--- src/rtl/scc_pkg.sv ---
`default_nettype none
// ============================================================================
// Module   : scc_pkg
// Purpose  : Shared constants and types for the instruction fetch slice.
// Revision : 1.0  initial release
// ============================================================================
package scc_pkg;

    // Default first fetch address after reset
    localparam logic [31:0] c_RESET_PC    = 32'h0000_0000;
    // Word the instruction memory drives when not enabled; never an instruction
    localparam logic [31:0] c_BUBBLE_WORD = 32'hFFFF_FFFF;
    // Byte stride between consecutive instruction words
    localparam logic [31:0] c_WORD_BYTES  = 32'd4;

    // RUN: hold buffer empty, HELD: hold buffer occupied
    typedef enum logic [0:0] {
        ST_RUN  = 1'b0,
        ST_HELD = 1'b1
    } fetch_state_e;

endpackage
`default_nettype wire

--- src/rtl/fetch_hold_buf.sv ---
`default_nettype none
// ============================================================================
// Module   : fetch_hold_buf
// Purpose  : Single-entry word+pc register that parks a fetched instruction
//            while downstream is stalled. Clear wins over load.
// Revision : 1.0  initial release
// ============================================================================
module fetch_hold_buf (
    input  logic        clk,
    input  logic        rst,
    input  logic        i_load,
    input  logic        i_clear,
    input  logic [31:0] i_word,
    input  logic [31:0] i_pc,
    output logic [31:0] o_word,
    output logic [31:0] o_pc,
    output logic        o_full
);

    logic [31:0] r_word;
    logic [31:0] r_pc;
    logic        r_full;

    // Capture or drop the single parked entry
    always_ff @(posedge clk) begin
        if (rst || i_clear) begin
            r_word <= 32'h0;
            r_pc   <= 32'h0;
            r_full <= 1'b0;
        end else if (i_load) begin
            r_word <= i_word;
            r_pc   <= i_pc;
            r_full <= 1'b1;
        end
    end

    assign o_word = r_word;
    assign o_pc   = r_pc;
    assign o_full = r_full;

endmodule
`default_nettype wire

--- src/rtl/fetch_unit.sv ---
`default_nettype none
// ============================================================================
// Module   : fetch_unit
// Purpose  : Instruction fetch front end for a 1-cycle registered instruction
//            memory. Issues sequential fetches, honours stall via a one-entry
//            hold buffer, redirects on branch_taken, drops bubble words and
//            counts instructions consumed downstream.
// Revision : 1.0  initial release
// ============================================================================
module fetch_unit
    import scc_pkg::*;
#(
    parameter logic [31:0] RESET_PC    = c_RESET_PC,
    parameter logic [31:0] BUBBLE_WORD = c_BUBBLE_WORD
) (
    input  logic        Clk,
    input  logic        Reset,
    input  logic        stall,
    input  logic        branch_taken,
    input  logic [31:0] branch_target,
    output logic        instruction_memory_en,
    output logic [31:0] instruction_memory_a,
    input  logic [31:0] instruction_memory_v,
    output logic [31:0] instr_out,
    output logic [31:0] instr_pc,
    output logic        instr_valid,
    output logic [31:0] fetch_count
);

    fetch_state_e r_state;
    logic [31:0]  r_pc;
    logic         r_resp_valid;
    logic [31:0]  r_resp_pc;
    logic [31:0]  r_count;

    logic         w_fetch_en;
    logic [31:0]  w_fetch_a;
    logic [31:0]  w_out;
    logic [31:0]  w_out_pc;
    logic         w_valid;
    logic         w_consume;
    logic         w_hold_load;
    logic         w_hold_clear;
    logic [31:0]  w_hold_word;
    logic [31:0]  w_hold_pc;
    logic         w_hold_full;
    logic         w_unused_tgt_lsbs;

    // Byte offset of the redirect target is irrelevant: fetches are word aligned
    assign w_unused_tgt_lsbs = ^branch_target[1:0];

    // Fetch request: a redirect always fetches; otherwise fetch whenever downstream
    // can take a word. In HELD with stall low the held word leaves this cycle, so
    // the next sequential fetch can go out alongside it.
    always_comb begin
        w_fetch_en = 1'b0;
        w_fetch_a  = RESET_PC;
        if (!Reset) begin
            w_fetch_en = branch_taken | ~stall;
            w_fetch_a  = branch_taken ? {branch_target[31:2], 2'b00} : r_pc;
        end
    end

    // Presented instruction: hold buffer first, else the word arriving now
    always_comb begin
        w_out    = instruction_memory_v;
        w_out_pc = r_resp_pc;
        w_valid  = r_resp_valid & (instruction_memory_v != BUBBLE_WORD);
        if (w_hold_full) begin
            w_out    = w_hold_word;
            w_out_pc = w_hold_pc;
            w_valid  = 1'b1;
        end
        if (branch_taken) begin
            w_valid = 1'b0;
        end
        if (Reset) begin
            w_out    = 32'h0;
            w_out_pc = RESET_PC;
            w_valid  = 1'b0;
        end
    end

    assign w_consume    = w_valid & ~stall;
    assign w_hold_load  = ~Reset & ~branch_taken & (r_state == ST_RUN) & w_valid & stall;
    assign w_hold_clear = Reset | branch_taken | ((r_state == ST_HELD) & ~stall);

    fetch_hold_buf u_hold (
        .clk     (Clk),
        .rst     (Reset),
        .i_load  (w_hold_load),
        .i_clear (w_hold_clear),
        .i_word  (w_out),
        .i_pc    (w_out_pc),
        .o_word  (w_hold_word),
        .o_pc    (w_hold_pc),
        .o_full  (w_hold_full)
    );

    // RUN/HELD sequencing; a redirect always lands in RUN
    always_ff @(posedge Clk) begin
        if (Reset) begin
            r_state <= ST_RUN;
        end else if (branch_taken) begin
            r_state <= ST_RUN;
        end else if (w_hold_load) begin
            r_state <= ST_HELD;
        end else if ((r_state == ST_HELD) && !stall) begin
            r_state <= ST_RUN;
        end
    end

    // Next fetch address and record of the request now in flight
    always_ff @(posedge Clk) begin
        if (Reset) begin
            r_pc         <= RESET_PC;
            r_resp_valid <= 1'b0;
            r_resp_pc    <= RESET_PC;
        end else begin
            if (w_fetch_en) begin
                r_pc <= w_fetch_a + c_WORD_BYTES;
            end
            r_resp_valid <= w_fetch_en;
            r_resp_pc    <= w_fetch_a;
        end
    end

    // Count of instructions accepted downstream (wraps naturally)
    always_ff @(posedge Clk) begin
        if (Reset) begin
            r_count <= 32'h0;
        end else if (w_consume) begin
            r_count <= r_count + 32'd1;
        end
    end

    assign instruction_memory_en = w_fetch_en;
    assign instruction_memory_a  = w_fetch_a;
    assign instr_out             = w_out;
    assign instr_pc              = w_out_pc;
    assign instr_valid           = w_valid;
    assign fetch_count           = Reset ? 32'h0 : r_count;

endmodule
`default_nettype wire
--- config.mk ---
export PLATFORM = sky130hd
export DESIGN_NAME = fetch_unit
export DESIGN_NICKNAME = d
export VERILOG_FILES = /design/src/rtl/scc_pkg.sv /design/src/rtl/fetch_hold_buf.sv /design/src/rtl/fetch_unit.sv
export SDC_FILE = /design/constraint.sdc
export NUM_CORES = 1
export LEC_CHECK = 0
export CORE_ASPECT_RATIO = 1.2
export CORE_MARGIN = 8
export CORE_UTILIZATION = 52
export CTS_BUF_LIST = sky130_fd_sc_hd__clkbuf_4 sky130_fd_sc_hd__clkbuf_8
export CTS_CLUSTER_SIZE = 20
export DETAILED_ROUTE_END_ITERATION = 7
export HOLD_SLACK_MARGIN = 0.05
export PLACE_DENSITY = 0.94
export SLEW_MARGIN = 20
export SYNTH_ARGS = -nofsm -noshare
export SYNTH_HDL_FRONTEND = slang
export SYNTH_HIERARCHICAL = 1
export SYNTH_SLANG_ARGS = --single-unit
--- constraint.sdc ---
create_clock -name Clk -period 3.5 [get_ports Clk]
set_input_delay 0.7 -clock Clk [delete_from_list [all_inputs] [get_ports Clk]]
set_output_delay 0.7 -clock Clk [all_outputs]
set_load 0.02 [all_outputs]
==> results of run 1 <==
## routing by layer
metal  track usage (%)  wire length [um]  up-vias
li1                  -                 -     3798
met1              28.3             10600     3693
met2              38.2             11600      326
met3              4.17              1380       54
met4              10.1               739        0
met5                 0                 0        -
## worst max-delay path by stage
stage                                    end
global placement                 instr_valid
finish              instruction_memory_a[27]
floorplan              r_pc[24]$_SDFFE_PP0P_
detailed placement               instr_valid
global route        instruction_memory_a[21]
CTS                              instr_valid
## logic make-up after synthesis
group,count (synthesis),share of synthesized area (%)
buf+inv,82,5.40
fa+ha+maj,2,0.292
compound gates,94,7.92
xor+xnor,12,1.23
mux,187,22.3
flops,163,38.1
simple gates,440,24.8
## layout by cell type, fill, tap and decap left out, types with 13 or more instances in the layout
cell type and n:
a21oi_1 28, buf_4 27, clkbuf_8 18, clkdlybuf4s50_1 192
dfxtp_1 162, inv_1 13, mux2_2 29, mux2i_1 158
nand2_1 44, nand3_1 41, nand4_1 32, nor2_1 228
nor2b_1 29, o21ai_0 16
## through the flow
stage / TNS [ns] / std cells / util, %
after floorplan: 0 / 980 / -
after global placement: -0.142 / 1350 / 65.8
after detailed placement: -0.101 / 1350 / 65.8
after CTS: 0 / 1381 / 68.1
after global routing: 0 / 1381 / 68.1
final: 0 / 1382 / 68.1
## where the power goes
part | total (W) | leakage, nW | switching, W | internal (W)
sequential | 0.00191 | 1.32 | 0.0000224 | 0.00189
combinational | 0.000564 | 2.39 | 0.000314 | 0.000250
clock | 0.00130 | 0.174 | 0.000710 | 0.000585
total | 0.00377 | 3.88 | 0.00105 | 0.00273
## critical path, cell delays in order
cell	delay [ns]
buf_2	0.47
buf_4	0.33
mux2i_1	0.12
nor2_1	0.31
clkdlybuf4s50_1	0.69
## state kept, by name, summed over array words and instances (netlist names)
name	count
r_count	32
r_pc	32
r_resp_pc	32
u_hold/o_pc	32
u_hold/o_word	32
r_resp_valid	1
r_state	1
u_hold/o_full	1
## repair_timing
action | CTS | global route
setup buffers | 0 | 0
endpoints found under the setup margin | 1 | 0
gates resized for setup | 3 | 0
## final cells by class
cell class,instances,area [um^2]
Sequential cell,163,3270
Fill cell,1234,5170
Multi-Input combinational cell,735,4860
Clock inverter,12,109
Clock buffer,19,255
Inverter,14,52.6
Antenna cell,1,2.50
Timing Repair Buffer,226,2230
Tap cell,212,265
==> run metrics, run 1 <==
Synth Instances 980; PortBufs 195; Worst Hold Path EP r_pc[22]$_SDFFE_PP0P_; drc violations 0; first-pass detailed-route iteration total 7; Routed WL 24.4 mm; DR iter-0 viols 581; Setup CP Type in2out; dpl cell area 0.0107 mm^2; Final setup viols 0; share of cells above drive strength 1 9.84%; RSZ-0062 raised after global routing false; Hold Crit Depth 2; die area 0.0209 mm^2; Tcrit/Tclk final 95.1%; worst-path maximum fanout 25; Layout Skew 0.0105 ns; Layout area overhead 28.9%; Final Max Tran Viols 0; post-synth top area share 38.1%; cell with the most instances after synthesis nor2_1; nets@finish 1227; Ys Warns 6; fin area 0.0110 mm^2; Design Power 0.00377 W; Synth top cells by count nor2_1 (229), dfxtp_1 (163), mux2i_1 (158); final hold slack 0.465 ns; # hold bufs at CTS 0; max_cap viols 0; Vert. Die Dim 157 um; worst vdd ir 0.000230 V; worst-margin pin slew 0.862 ns; FF-to-FF End r_count[27]$_SDFFE_PP0P_; routability cong. 0.892; CP startpoint branch_taken; setup ws final 0.172 ns; crit path DAT 2.63 ns; Mapped Nets 1050; min Tclk post-route 3.33 ns; synthesis-stage register bit count 163; Leak Pwr 3.88 nW; GRT overflow 0; via-per-instance ratio 5.70; Bufs on Longest Clock Path 2; Hold Vio Cnt, Final 0; Max Clock Freq 300 MHz; ranking of synthesized cells by area dfxtp_1 (38%), mux2i_1 (18%), nor2_1 (10%), mux2_2 (3.8%), nand3_1 (2.4%); async set or reset register ratio after synthesis 0%; critical hold path startpoint r_pc[22]$_SDFFE_PP0P_; Post-Syn Area 0.00857 mm^2; total track usage 22.9%; Post-DRT Antenna Nets 0; Synth Flop Type dfxtp_1; worst reg2reg setup slack 1.08 ns; Worst Hold Class reg2reg; Worst EP required 2.80 ns; startpoint class of the critical path input port; TritonCTS Buffers 17; CTS tree yes; first-pass GRT wire length 39.3 mm; CTS clk-pin slew, worst paths 0.09 ns; Core Region 0.0162 mm^2; Unique masters post-synth 60; I/O pins 198; H-tree levels 4; Post-synth EDFFs 0; vias in the first global route 7793; DP Wirelength 17.7 mm; largest area contributor in the netlist dfxtp_1; outcome finished, final reports clean; clk sink count 163; relative slew slack 42.5%; WL/cell 17.6 um; via count 7871; largest net degree at the start of global routing 69; Worst-Skew Late Latency 0.45 ns; sequential share of the synthesized area 38.1%; starting density of the core 52.8%; syn_area_per_cell 8.74 um^2; row count 51; Die W 133 um; reg2reg start r_count[8]$_SDFFE_PP0P_; critical path endpoint category primary output; Clock Tree Root clkbuf_8; worst reg2reg path depth 5; Power per Cell Area 342 mW/mm^2; Setup WS pre-CTS -0.101 ns; initial antenna violation count 0
(Power assumes the default switching activity.)
==> run 2, diff against run 1 <==
- RECOVER_POWER: not set -> 25
==> run 2 against run 1 <==
  * Final cell count unchanged
  * Largest cell class unchanged
  * Die area unchanged
  * Largest power group unchanged
  * Maximum frequency decreased by 1.5%
  * Hold slack got worse by 0.0034 ns
==> run metrics, run 2 (synthesis results as in run 1) <==
Post-Place Cells 1350; Layout area overhead 28.2%; worst-margin pin slew 1.22 ns; Design Power 0.00377 W; DP Wirelength 17.7 mm; Clock Tree Root clkbuf_8; first-pass detailed-route iteration total 7; max incr delay on CP 0.51 ns; PortBufs 195; Routed WL 24.3 mm; initial antenna violation count 0; nets@finish 1227; Worst Hold Class reg2reg; clk sink count 163; min Tclk post-route 3.38 ns; most frequent cells in the layout nor2_1 (229), clkdlybuf4s50_1 (192), dfxtp_1 (162); share of cells above drive strength 1 9.07%; CTS clk-pin slew, worst paths 0.09 ns; total track usage 22.9%; max_cap viols 0; crit path DAT 2.68 ns; Crit path max-delay family buffers and inverters; Layout Skew 0.0119 ns; routability cong. 0.892; Worst EP required 2.80 ns; Setup WS pre-CTS -0.101 ns; Max Clock Freq 296 MHz; Worst-Skew Late Latency 0.45 ns; commonest non-fill, non-tap cell in the layout nor2_1; CP max-delay cell clkdlybuf4s50_1; startpoint class of the critical path input port; drc violations 0; setup_tns 0 ns; die area 0.0209 mm^2; RSZ-0062 raised after global routing false; fin cells 1382; worst vdd ir 0.000231 V; H-tree levels 4; relative slew slack 18.6%; Power per Cell Area 343 mW/mm^2; worst-path maximum fanout 4; vias in the first global route 7793; setup ws final 0.122 ns; Setup CP Type in2out; TritonCTS Buffers 17; via count 7930; Post-DRT Antenna Nets 0; largest net degree at the start of global routing 69; CTS tree yes; outcome finished, final reports clean; via-per-instance ratio 5.74; starting density of the core 52.8%; Final Max Tran Viols 0; Leak Pwr 3.85 nW; ordered list of cells on the worst path clkdlybuf4s50_1 > nand4_1 > nor4_1 > buf_4 > nand2_1 > a21oi_1 > nor3_1 > dlygate4sd2_1; Vert. Die Dim 157 um; critical path endpoint category primary output; Die W 133 um; row count 51; Core Region 0.0162 mm^2; GRT overflow 0; first-pass GRT wire length 39.3 mm; I/O pins 198; Bufs on Longest Clock Path 2; DR iter-0 viols 522; Hold Vio Cnt, Final 0; Tcrit/Tclk final 96.5%; WL/cell 17.6 um; Final setup viols 0; WP buf/inv 3
[run 2: final timing paths]
path,from,depth (start not counted),end,slack (ns)
worst min-delay path,r_pc[22]$_SDFFE_PP0P_,2,r_pc[22]$_SDFFE_PP0P_,0.46
worst max-delay path,instruction_memory_v[0],8,instr_valid,0.12
worst min register to register,r_pc[22]$_SDFFE_PP0P_,2,r_pc[22]$_SDFFE_PP0P_,0.46
worst max register to register,u_hold/o_full$_SDFFE_PP0P_,6,u_hold/o_pc[27]$_SDFFE_PP0P_,0.94
[run 2: layout make-up]
type                    count  area, um^2
fillers                  1245        5220
multi-input cells         735        4840
flip-flops and latches    163        3270
repair buffers            226        2190
well taps                 212         265
clock buffers              19         255
clock inverters            12         109
inverters                  14        52.6
diodes                      1        2.50
[run 2: what timing repair did]
| item | in CTS | in global routing |
|---|---|---|
| endpoints found under the setup margin | 1 | 0 |
| setup buffers | 0 | 0 |
| hold buffers | 0 | 0 |
| gates resized for setup | 3 | 0 |
[run 2: worst reg2reg max path: stages (launching register included)]
cell and delay [ns]:
dfxtp_4 0.61, a21oi_1 0.11, clkbuf_1 0.13, nor3_1 0.38, clkbuf_2 0.80, mux2i_1 0.33, nor2_1 0.08
[run 2: where the power goes]
part / switching (W) / leakage [nW] / internal, W
combinational: 0.000311 / 2.36 / 0.000246
clock: 0.000710 / 0.174 / 0.000585
sequential: 0.0000226 / 1.32 / 0.00189
[run 2: routing by layer]
| metal | wire [um] | share of wire (%) | track usage (%) |
|---|---|---|---|
| met4 | 856 | 3.5 | 10.1 |
| met3 | 1470 | 6.0 | 4.17 |
| met1 | 10500 | 43 | 28.3 |
| met2 | 11500 | 47 | 38.2 |
| met5 | 0 | 0 | 0 |
[run 2: metrics by stage]
| stage | area [um^2] | hold WS [ns] | util, % |
|---|---|---|---|
| after floorplan | 8570 | 0.424 | - |
| after global placement | 10700 | 0.434 | 65.8 |
| after detailed placement | 10700 | 0.444 | 65.8 |
| after CTS | 11000 | 0.464 | 68.1 |
| after global routing | 11000 | 0.502 | 67.8 |
| final | 11000 | 0.462 | 67.8 |
==> run 3, diff against run 2 <==
- REMOVE_ABC_BUFFERS: not set -> 1
- SETUP_SLACK_MARGIN: not set -> 0.1
==> run 3 against run 2 <==
  * Critical path depth did not move
  * Die area unchanged
  * Non-clock buffer count increased by 4
  * Flip-flop and latch count stayed put
  * Final cell count up 0.29%
  * Hold slack improved by 0.0054 ns
  * Largest power group unchanged
  * Via count is 1.1% higher
  * Largest cell class unchanged
  * Critical path type unchanged
==> run metrics, run 3 (synthesis results as in run 1) <==
share of cells above drive strength 1 9.28%; Tcrit/Tclk final 92.9%; outcome finished, final reports clean; I/O pins 198; FF-to-FF End r_count[27]$_SDFFE_PP0P_; Setup CP Type in2out; Vert. Die Dim 157 um; via count 8020; FF+latch area 0.00327 mm^2; WL/cell 18.0 um; worst vdd ir 0.000215 V; routability cong. 0.866; setup ws final 0.247 ns; Post-Place Cells 1354; final core occ 68.4%; Worst Hold Class reg2reg; nets@finish 1231; # hold bufs at CTS 0; PortBufs 195; Post-DRT Antenna Nets 0; H-tree levels 4; Setup WS pre-CTS -0.328 ns; Clock Tree Root clkbuf_8; Worst Hold Path EP r_resp_pc[1]$_SDFF_PP0_; fin cells 1386; min Tclk post-route 3.25 ns; vias in the first global route 8109; CP Depth 8; Die W 133 um; initial antenna violation count 0; Power per Cell Area 354 mW/mm^2; DP Wirelength 17.6 mm; largest net degree at the start of global routing 63; Max Clock Freq 307 MHz; area occupied by multi-input gates 0.00486 mm^2; worst reg2reg setup slack 1.09 ns; setup_tns 0 ns; Hold Crit Depth 1; DR iter-0 viols 415; WP buf/inv 3; starting density of the core 52.8%; Leak Pwr 3.92 nW; TritonCTS Buffers 17; CTS clk-pin slew, worst paths 0.08 ns; first-pass detailed-route iteration total 7; Crit path max-delay family buffers and inverters; dpl cell area 0.0107 mm^2; first-pass GRT wire length 39.6 mm; Worst EP required 2.80 ns; row count 51; Routed WL 24.9 mm; CP max-delay cell clkdlybuf4s50_1; Bufs on Longest Clock Path 2; worst-path maximum fanout 4; Layout area overhead 29.5%; worst-margin pin slew 1.24 ns; crit path DAT 2.55 ns; diode count 0; Core Region 0.0162 mm^2; startpoint class of the critical path input port; max incr delay on CP 0.49 ns; ordered list of cells on the worst path clkdlybuf4s50_1 > nand4_1 > nor4_4 > buf_4 > nand2_1 > a21oi_2 > nor3_1 > clkdlybuf4s15_1; fin area 0.0111 mm^2; commonest non-fill, non-tap cell in the layout nor2_1; Hold Vio Cnt, Final 0; most frequent cells in the layout nor2_1 (230), clkdlybuf4s50_1 (189), dfxtp_1 (162); critical path endpoint category primary output; Layout Skew 0.0108 ns; CTS tree yes; clk sink count 163; fillers 1218; relative slew slack 17.1%; die area 0.0209 mm^2; RSZ-0062 raised after global routing false; Final setup viols 0; reg2reg start r_count[8]$_SDFFE_PP0P_; worst reg2reg path depth 5; GRT overflow 0; drc violations 0; Worst-Skew Late Latency 0.45 ns; critical hold path startpoint r_pc[1]$_SDFFE_PP0P_; max_cap viols 0; via-per-instance ratio 5.79; Final Max Tran Viols 0; total track usage 23.1%
[run 3: layer usage]
layer	vias up	GRT usage (%)	share of wire [%]
li1	3802	-	-
met1	3810	25.0	39
met2	331	41.7	51
met3	77	4.39	6.5
met4	0	12.9	4.1
met5	-	0	0
[run 3: worst max path at each step]
stage                                          start                           to  slack [ns]
after global routing                    branch_taken      r_count[4]$_SDFFE_PP0P_        0.07
after floorplan           u_hold/o_full$_SDFFE_PP0P_  u_hold/o_pc[0]$_SDFFE_PP0P_       -6.13
after CTS                   instruction_memory_v[10]                  instr_valid        0.13
after detailed placement    instruction_memory_v[10]                  instr_valid       -0.33
after global placement      instruction_memory_v[10]                  instr_valid       -0.34
final                        instruction_memory_v[8]                  instr_valid        0.25
[run 3: area by class of cell]
cell class | instances | area share (%)
Clock buffer | 20 | 2.43
Clock inverter | 12 | 1.39
Timing Repair Buffer | 230 | 20.0
Inverter | 14 | 0.474
Multi-Input combinational cell | 735 | 43.8
Sequential cell | 163 | 29.4
Tap cell | 212 | 2.39
[run 3: per-stage QoR]
step | power (W) | hold WS, ns
finish | 0.00393 | 0.467
CTS | 0.00396 | 0.474
detailed placement | 0.00252 | 0.452
global route | 0.00407 | 0.508
floorplan | 0.00221 | 0.424
global placement | 0.00250 | 0.436
[run 3: report_power, final]
| group | switching (W) | leakage, nW | internal, W |
|---|---|---|---|
| logic | 0.000315 | 2.38 | 0.000249 |
| registers | 0.0000218 | 1.32 | 0.00189 |
| clock network | 0.000702 | 0.217 | 0.000754 |
[run 3: what timing repair did]
action	4_1_cts	5_1_grt
resized for setup	4	2
endpoints found under the setup margin	1	1
endpoints found under the hold margin	0	0
buffers inserted	0	0
pin swaps	0	1
